File: src/rtl/csa_pkg.sv
// csa_pkg: shared state encoding and configuration helpers for the carry-save accumulator.
package csa_pkg;
    typedef enum logic [1:0] {IDLE, ACCUM, RESOLVE, DONE} state_t;

    function automatic int nseg(input int acc_w, input int seg);
        return acc_w / seg;
    endfunction

    function automatic bit cfg_ok(input int w, input int acc_w, input int seg);
        return (acc_w % seg == 0) && (acc_w >= w);
    endfunction
endpackage

File: src/rtl/csa_row.sv
// csa_row: N-bit 3:2 compressor; cy is already weighted (shifted left one place, MSB carry dropped).
module csa_row
    import csa_pkg::*;
#(
    parameter int N = 24
) (
    input  logic [N-1:0] a,
    input  logic [N-1:0] b,
    input  logic [N-1:0] c,
    output logic [N-1:0] s,
    output logic [N-1:0] cy
);
    assign cy[0] = 1'b0;
    for (genvar i = 0; i < N; i++) begin : g_fa
        assign s[i] = a[i] ^ b[i] ^ c[i];
        if (i < N - 1) begin : g_cy
            assign cy[i+1] = (a[i] & b[i]) | (a[i] & c[i]) | (b[i] & c[i]);
        end
    end
endmodule

File: src/rtl/csa_accum.sv
// csa_accum: streaming carry-save accumulator with a segmented multi-cycle resolve.
// The running total lives as S/C vectors; only RESOLVE runs a carry chain, SEG bits per cycle.
module csa_accum
    import csa_pkg::*;
#(
    parameter int W      = 16,
    parameter int ACC_W  = 24,
    parameter int SEG    = 8,
    parameter int CNT_W  = 16,
    parameter int SIGNED = 0
) (
    input  logic             clk,
    input  logic             rst,
    input  logic             clr,
    input  logic             in_valid,
    output logic             in_ready,
    input  logic [W-1:0]     in_data,
    input  logic             in_last,
    output logic             out_valid,
    input  logic             out_ready,
    output logic [ACC_W-1:0] out_sum,
    output logic [CNT_W-1:0] out_cnt
);
    localparam int NSEG = nseg(ACC_W, SEG);
    localparam int KW   = $clog2(NSEG + 1);

    if (!cfg_ok(W, ACC_W, SEG)) begin : g_bad_cfg
        $error("csa_accum: ACC_W must be >= W and a multiple of SEG");
    end

    state_t           state, state_nx;
    logic [ACC_W-1:0] s, c, x, row_s, row_c, res;
    logic [KW-1:0]    k;
    logic             cy, acc, sx;
    logic [CNT_W-1:0] cnt;
    logic [SEG:0]     seg_sum;

    assign sx        = (SIGNED != 0) && in_data[W-1];
    assign x         = ACC_W'(in_data) | ({ACC_W{sx}} << W);
    assign in_ready  = (state == IDLE) || (state == ACCUM);
    assign acc       = in_valid && in_ready && !clr;
    assign out_valid = state == DONE;
    assign seg_sum   = {1'b0, s[int'(k)*SEG +: SEG]} + {1'b0, c[int'(k)*SEG +: SEG]} + {{SEG{1'b0}}, cy};

    csa_row #(.N(ACC_W)) u_row (.a(s), .b(c), .c(x), .s(row_s), .cy(row_c));

    // k == NSEG is the extra cycle that publishes the resolved result
    always_comb begin
        state_nx = clr ? IDLE
                 : acc ? (in_last ? RESOLVE : ACCUM)
                 : (state == RESOLVE && k == KW'(NSEG)) ? DONE
                 : (state == DONE && out_ready) ? IDLE
                 : state;
    end

    always_ff @(posedge clk or posedge rst) begin
        if (rst) state <= IDLE;
        else     state <= state_nx;
    end

    always_ff @(posedge clk or posedge rst) begin
        if (rst) begin
            s       <= '0;
            c       <= '0;
            res     <= '0;
            cy      <= 1'b0;
            k       <= '0;
            cnt     <= '0;
            out_sum <= '0;
            out_cnt <= '0;
        end else if (clr) begin
            s   <= '0;
            c   <= '0;
            cy  <= 1'b0;
            k   <= '0;
            cnt <= '0;
        end else begin
            if (acc) begin
                s   <= row_s;
                c   <= row_c;
                cnt <= (&cnt) ? cnt : cnt + 1'b1;
                k   <= '0;
                cy  <= 1'b0;
            end
            if (state == RESOLVE) begin
                if (k == KW'(NSEG)) begin
                    out_sum <= res;
                    out_cnt <= cnt;
                end else begin
                    res[int'(k)*SEG +: SEG] <= seg_sum[SEG-1:0];
                    cy <= seg_sum[SEG];
                    k  <= k + 1'b1;
                end
            end
            if (state == DONE && out_ready) begin
                s   <= '0;
                c   <= '0;
                cnt <= '0;
            end
        end
    end
endmodule

File: config.mk
export PLATFORM = sky130hd
export DESIGN_NAME = csa_accum
export DESIGN_NICKNAME = d
export VERILOG_FILES = /design/src/rtl/csa_pkg.sv /design/src/rtl/csa_row.sv /design/src/rtl/csa_accum.sv
export SDC_FILE = /design/constraint.sdc
export NUM_CORES = 1
export LEC_CHECK = 0
export ABC_CLOCK_PERIOD_IN_PS = 5040
export CORE_ASPECT_RATIO = 0.8
export CORE_MARGIN = 3
export CORE_UTILIZATION = 55
export DETAILED_ROUTE_END_ITERATION = 16
export PLACE_DENSITY = 0.77
export REMOVE_ABC_BUFFERS = 1
export SLEW_MARGIN = 20
export SYNTH_ARGS = -nofsm -noshare
export SYNTH_HDL_FRONTEND = slang
export SYNTH_HIERARCHICAL = 1
export SYNTH_SLANG_ARGS = --single-unit
export TNS_END_PERCENT = 50
File: constraint.sdc
create_clock -name clk -period 5.04 [get_ports clk]
set_input_delay 0.504 -clock clk [delete_from_list [all_inputs] [get_ports clk]]
set_output_delay 0.504 -clock clk [all_outputs]
set_load 0.01 [all_outputs]
=== After elaboration in Yosys (flattened, before gate mapping) ===
Cells that the tools add are included.

* Input bits: 22
* Output and inout port bits: 42
* Memories: 0
* Register bits after elaboration: 133
* ROM bits: 0
* Latch bits: 0
* Word-level logic and storage cells: 189
* Bits in writable memories: 0

* Eq/ne operators: 5
* Multiply operators: 0
* Divide/modulo/power cells: 0
* Muxes and demuxes: 24
* $add $sub $neg: 5
* Magnitude comparators: 0
* Shifts and indexed selects: 4
* Reduce and logical (&&, ||, !) cells: 13
* Bitwise operators: 129

{| class="wikitable"
|+ Operators by type and width
! kind !! count
|-
| 24-bit 2-to-1 mux || 6
|-
| 16-bit 2-to-1 mux || 4
|-
| 1-bit AND || 55
|-
| 24-bit by 6-bit variable part select with 8-bit output || 2
|-
| 1-bit bitwise XOR || 40
|-
| 5-bit negator with 33-bit output || 1
|-
| 8-bit by 33-bit variable shift with 24-bit output, first input constant || 1
|-
| 8-bit by 33-bit variable part select with 24-bit output || 1
|-
| 1-bit OR || 32
|-
| 24-bit bitwise mux || 1
|-
| 2-bit 2-to-1 mux || 9
|-
| 16-bit by 1-bit adder with 16-bit output, second input constant || 1
|-
| 16-bit AND reduction || 1
|-
| 8-bit by 8-bit adder with 9-bit output || 1
|-
| 9-bit by 1-bit adder with 9-bit output || 1
|-
| 2-bit equality test, second input constant || 3
|-
| 3-bit AND reduction || 2
|-
| 1-bit logical AND || 4
|-
| 1-bit 2-to-1 mux || 4
|-
| 4-bit nonzero test || 1
|-
| 3-bit != test, second input constant || 1
|-
| 3-bit nonzero test || 1
|-
| 2-bit by 1-bit adder with 2-bit output, second input constant || 1
|-
| 2-bit by 1-bit equality test with 1-bit output, second input constant || 1
|-
| 5 further kinds || 6
|}

=== Longest topological paths before layout ===
* Depth after elaboration: 8
* Depth in mapped cells: 12
* Depth with buffers taken out: 12

=== Modules after synthesis ===
Netlist, hierarchy kept.

{| class="wikitable"
|+ By module, submodules not included
! module !! cells each !! area an instance (sq um) !! instances !! seq. area each (sq um)
|-
| csa_accum || 580 || 6147.1 || 1 || 3328.2
|-
| csa_row || 26 || 495.5 || 1 || 0.0
|}

=== Worst setup path before layout ===
No wires, ideal clock.

* Path kind: register -> register
* Start point: reg k[1]
* End point: reg res[22]
* Required time: 4.974 ns
* Path slack: 2.256 ns
* Stages on the path, launching flop included: 12
* Arrival: 2.718 ns
* Setup time: 0.066 ns
* Cells stage by stage: dfrtp_1 > buf_2 > nor2_1 > clkbuf_1 > nand2_1 > o21ai_0 > ha_1 > nor2b_1 > o31a_1 > o311a_1 > nor3_1 > a22o_1

* Word-level cells in the longest chain between the ends: 5

{| class="wikitable"
|+ RTL lines
! item !! line !! source
|-
| start: declaration || csa_accum.sv:33 || <nowiki>logic [KW-1:0] k;</nowiki>
|-
| start signal: assignment || csa_accum.sv:92 || <nowiki>k <= k + 1'b1;</nowiki>
|-
| 24-bit by 6-bit variable part select with 8-bit output || csa_accum.sv:43 || <nowiki>assign seg_sum = {1'b0, s[int'(k)*SEG +: SEG]} + {1'b0, c[int'(k)*SEG +: SEG]} + {{SEG{1'b0}}, cy};</nowiki>
|-
| 8-bit by 8-bit adder with 9-bit output || csa_accum.sv:43 ||
|-
| 9-bit by 1-bit adder with 9-bit output || csa_accum.sv:43 ||
|-
| 8-bit by 33-bit variable part select with 24-bit output || csa_accum.sv:90 || <nowiki>res[int'(k)*SEG +: SEG] <= seg_sum[SEG-1:0];</nowiki>
|-
| 24-bit bitwise mux || csa_accum.sv:90 ||
|-
| end signal: indexed assignment || csa_accum.sv:90 ||
|-
| end: declaration || csa_accum.sv:32 || <nowiki>logic [ACC_W-1:0] s, c, x, row_s, row_c, res;</nowiki>
|}

Several ways; a longest one is shown, not always the timed one.
A chain may end at the register's enable or synchronous reset.

=== Worst setup path after layout ===
Same ends and word-level chain as after synthesis.

==> impl_metrics.toml <==
[layout]
syn2layout_area_growth_pct = 19.9
post-route-cell-area_um2 = 7960
regArea_um2 = 3330
nFillCells = 847
drive_gt1_share_pct = 13.1
diodes = 0
stdcell_count = 833
finalNetCount = 732
multi_input_area_um2 = 3160

[sta]
fmaxAchievable_mhz = 278
final-max-slew-violation-count = 0
setup_tns_ns = 0
finalHoldViolations = 0
max_slew.worst_pin.slew_ns = 1.06
rsz0062_at_grt = "false"
skew_ns = 0.00786
finalCritPeriodShare_pct = 71.4
relSlewSlack_pct = 29.3
fin_crit_ns = 3.60
setup_viol = 0
holdWs_ns = 0.492

[pwr]
peakVddDrop_mv = 0.262
cellPowerDensity_nw_per_um2 = 320
p_int_mw = 1.84
pwr-share-seq_pct = 44.9
pwr-share-comb_pct = 8.9
p_total_mw = 2.55
clkPwrFrac_pct = 46.2
switchingPower_uw = 705
p_sw_share_pct = 27.7
power_leakage_nw = 3.57

[yosys]
async_flop_share_pct = 100
synthTopCellsByArea = "dfrtp_1, fa_1, nand2_1"
ys_ff_latch = 133
synth_cells = 606
netlist.area_leader.share_pct = 50.1
yosys-top-cells-count = "dfrtp_1, nand2_1, a21oi_1, mux2_2, fa_1"
syn-cell-area_um2 = 6640
synth_cell_type_count = 57
yosysSeqAreaShare_pct = 50.1
synth.avg_cell_area_um2 = 11.0
synth_top_area_cell = "dfrtp_1"
post-synth-top-count-cell = "dfrtp_1"
synth_edf_count = 0
ys_warn_count = 6
synth_flop_cell = "dfrtp_1"

[clock_tree]
h-tree-depth = 4
clk_pin_slew_worst_paths_ns = 0.07
insertion_delay_ns = 0.42
cts_hold_buffers = 0
cts_tree = "done"
clockRootBuffer = "clkbuf_16"
clockBufferDepth = 2
cts_setup_buffers = 0
cts_num_sinks = 133
cts_resized = 0
cts_buffers = 17

[global_route]
antenna_found_initial = 0
grt_pass1_vias = 4925
grtUsageTotal_pct = 22.8
grt_start_max_net_pins = 79
grt_overflow_total = 0
grt_pass1_wl_mm = 24.6

[worst_setup_path]
worstSetupPathType = "register to register"
cp_max_fo = 16
arrival_ns = 3.95
worst_setup_path_start_kind = "register"
cp.required_ns = 5.39
end_kind = "register"

[place]
dpl.cell_count = 800
placed_cell_area_um2 = 7390
hpwl_mm = 9.50
port_buffers = 63
place_congestion = 0.819

[hold_path]
hold_path.class = "register to register"

[floorplan]
pin_count = 64
die_y_um = 104
core_region_area_um2 = 11600
die_x_um = 129
num_rows = 35
start_util_pct = 57.0
die_area_um2 = 13400

[run]
drv_cap = 0

[detailed_routing]
firstDrtPassIters = 5
wl_per_cell_um = 17.4
post_drt_via_cell_ratio = 5.75
drc = 0
vias = 4793
drt_iter0_drc = 323
final_antenna_net_count = 0
drt_wl_total_mm = 14.5

[outcome]
status = "finished clean"
==> flip-flops by register name (all words and copies together) (netlist names) <==
name	flops
res	24
cnt	16
cy	1
c	24
k	2
state	2
s	24
out_sum	24
out_cnt	16
==> cells in the final DEF, fill, tap and decap left out, types with 3 or more instances in the layout <==
cell,Yosys,final
dfrtp_1,133,133
nand2_1,126,126
clkdlybuf4s50_1,0,63
a21oi_1,61,61
mux2_2,35,35
fa_1,25,25
o21ai_0,24,24
nor2_1,23,23
a22o_1,18,18
clkbuf_16,0,17
mux2i_1,16,16
xnor2_1,15,15
ha_1,13,13
nor3_1,10,10
conb_1,2,9
inv_1,9,8
nand3_1,8,8
buf_4,2,7
mux2_1,5,5
nor4_1,5,5
inv_8,0,5
inv_6,0,5
and4_1,3,3
nand4_1,3,3
clkinvlp_4,0,3
==> area by class of cell <==
class,instances,share of cell area [%]
timing repair buffer,71,8.72
tap,148,2.33
clock inverter,15,1.71
inverter,9,0.456
multi-input combinational,440,39.7
clock buffer,17,5.34
sequential,133,41.8
==> power groups by stage <==
stage	sequential, mW	combinational (mW)	clock, mW
after floorplan	1.15	0.148	0
after global placement	1.16	0.213	0
after detailed placement	1.16	0.224	0
after CTS	1.14	0.228	1.19
after global routing	1.15	0.257	1.24
final	1.14	0.227	1.18
==> through the flow <==
stage               worst slack (ns)  utilization (%)
floorplan                      0.982                -
global placement                1.70             63.4
detailed placement              1.54             63.4
CTS                             1.46             68.3
global route                    1.18             68.4
finish                          1.44             68.4
==> critical path: stages, from the launching register on <==
cell     delay, ns
dfrtp_1       0.82
nor2_1        0.43
nand2_1       0.16
o21ai_0       0.12
fa_1          0.46
inv_1         0.10
fa_1          0.20
nor2b_1       0.07
o31a_1        0.28
o311a_1       0.34
nor3_1        0.35
a22o_1        0.20
==> worst paths after layout <==
kind	start	cells after the start	slack, ns	to
worst max-delay path	k[1]	11	1.44	res[22]
worst min-delay path	out_sum[8]	1	0.49	out_sum[8]
worst max register to register	k[1]	11	1.44	res[22]
worst min register to register	out_sum[8]	1	0.49	out_sum[8]
max in group asynchronous	rst	3	3.38	c[5]
min in group asynchronous	rst	2	0.66	out_sum[20]
==> cells by family after synthesis <==
kind of cell	after synthesis	share of synthesized area (%)
other	2	0.113
AOI/OAI and AO/OA	119	10.8
and+or+nand+nor	201	14.3
DFF	133	50.1
adders and majority gates	38	9.98
muxes	56	9.19
buffers and inverters	40	3.01
xor gates and xnor gates	17	2.47
==> routing by layer <==
layer,track usage (%),share of wire (%),up-vias
li1,-,-,2221
met1,31.7,44,2418
met2,36.5,50,130
met3,4.52,4.3,24
met4,6.67,1.7,0
met5,0,0,-
Power figures use the tool's default switching activity.
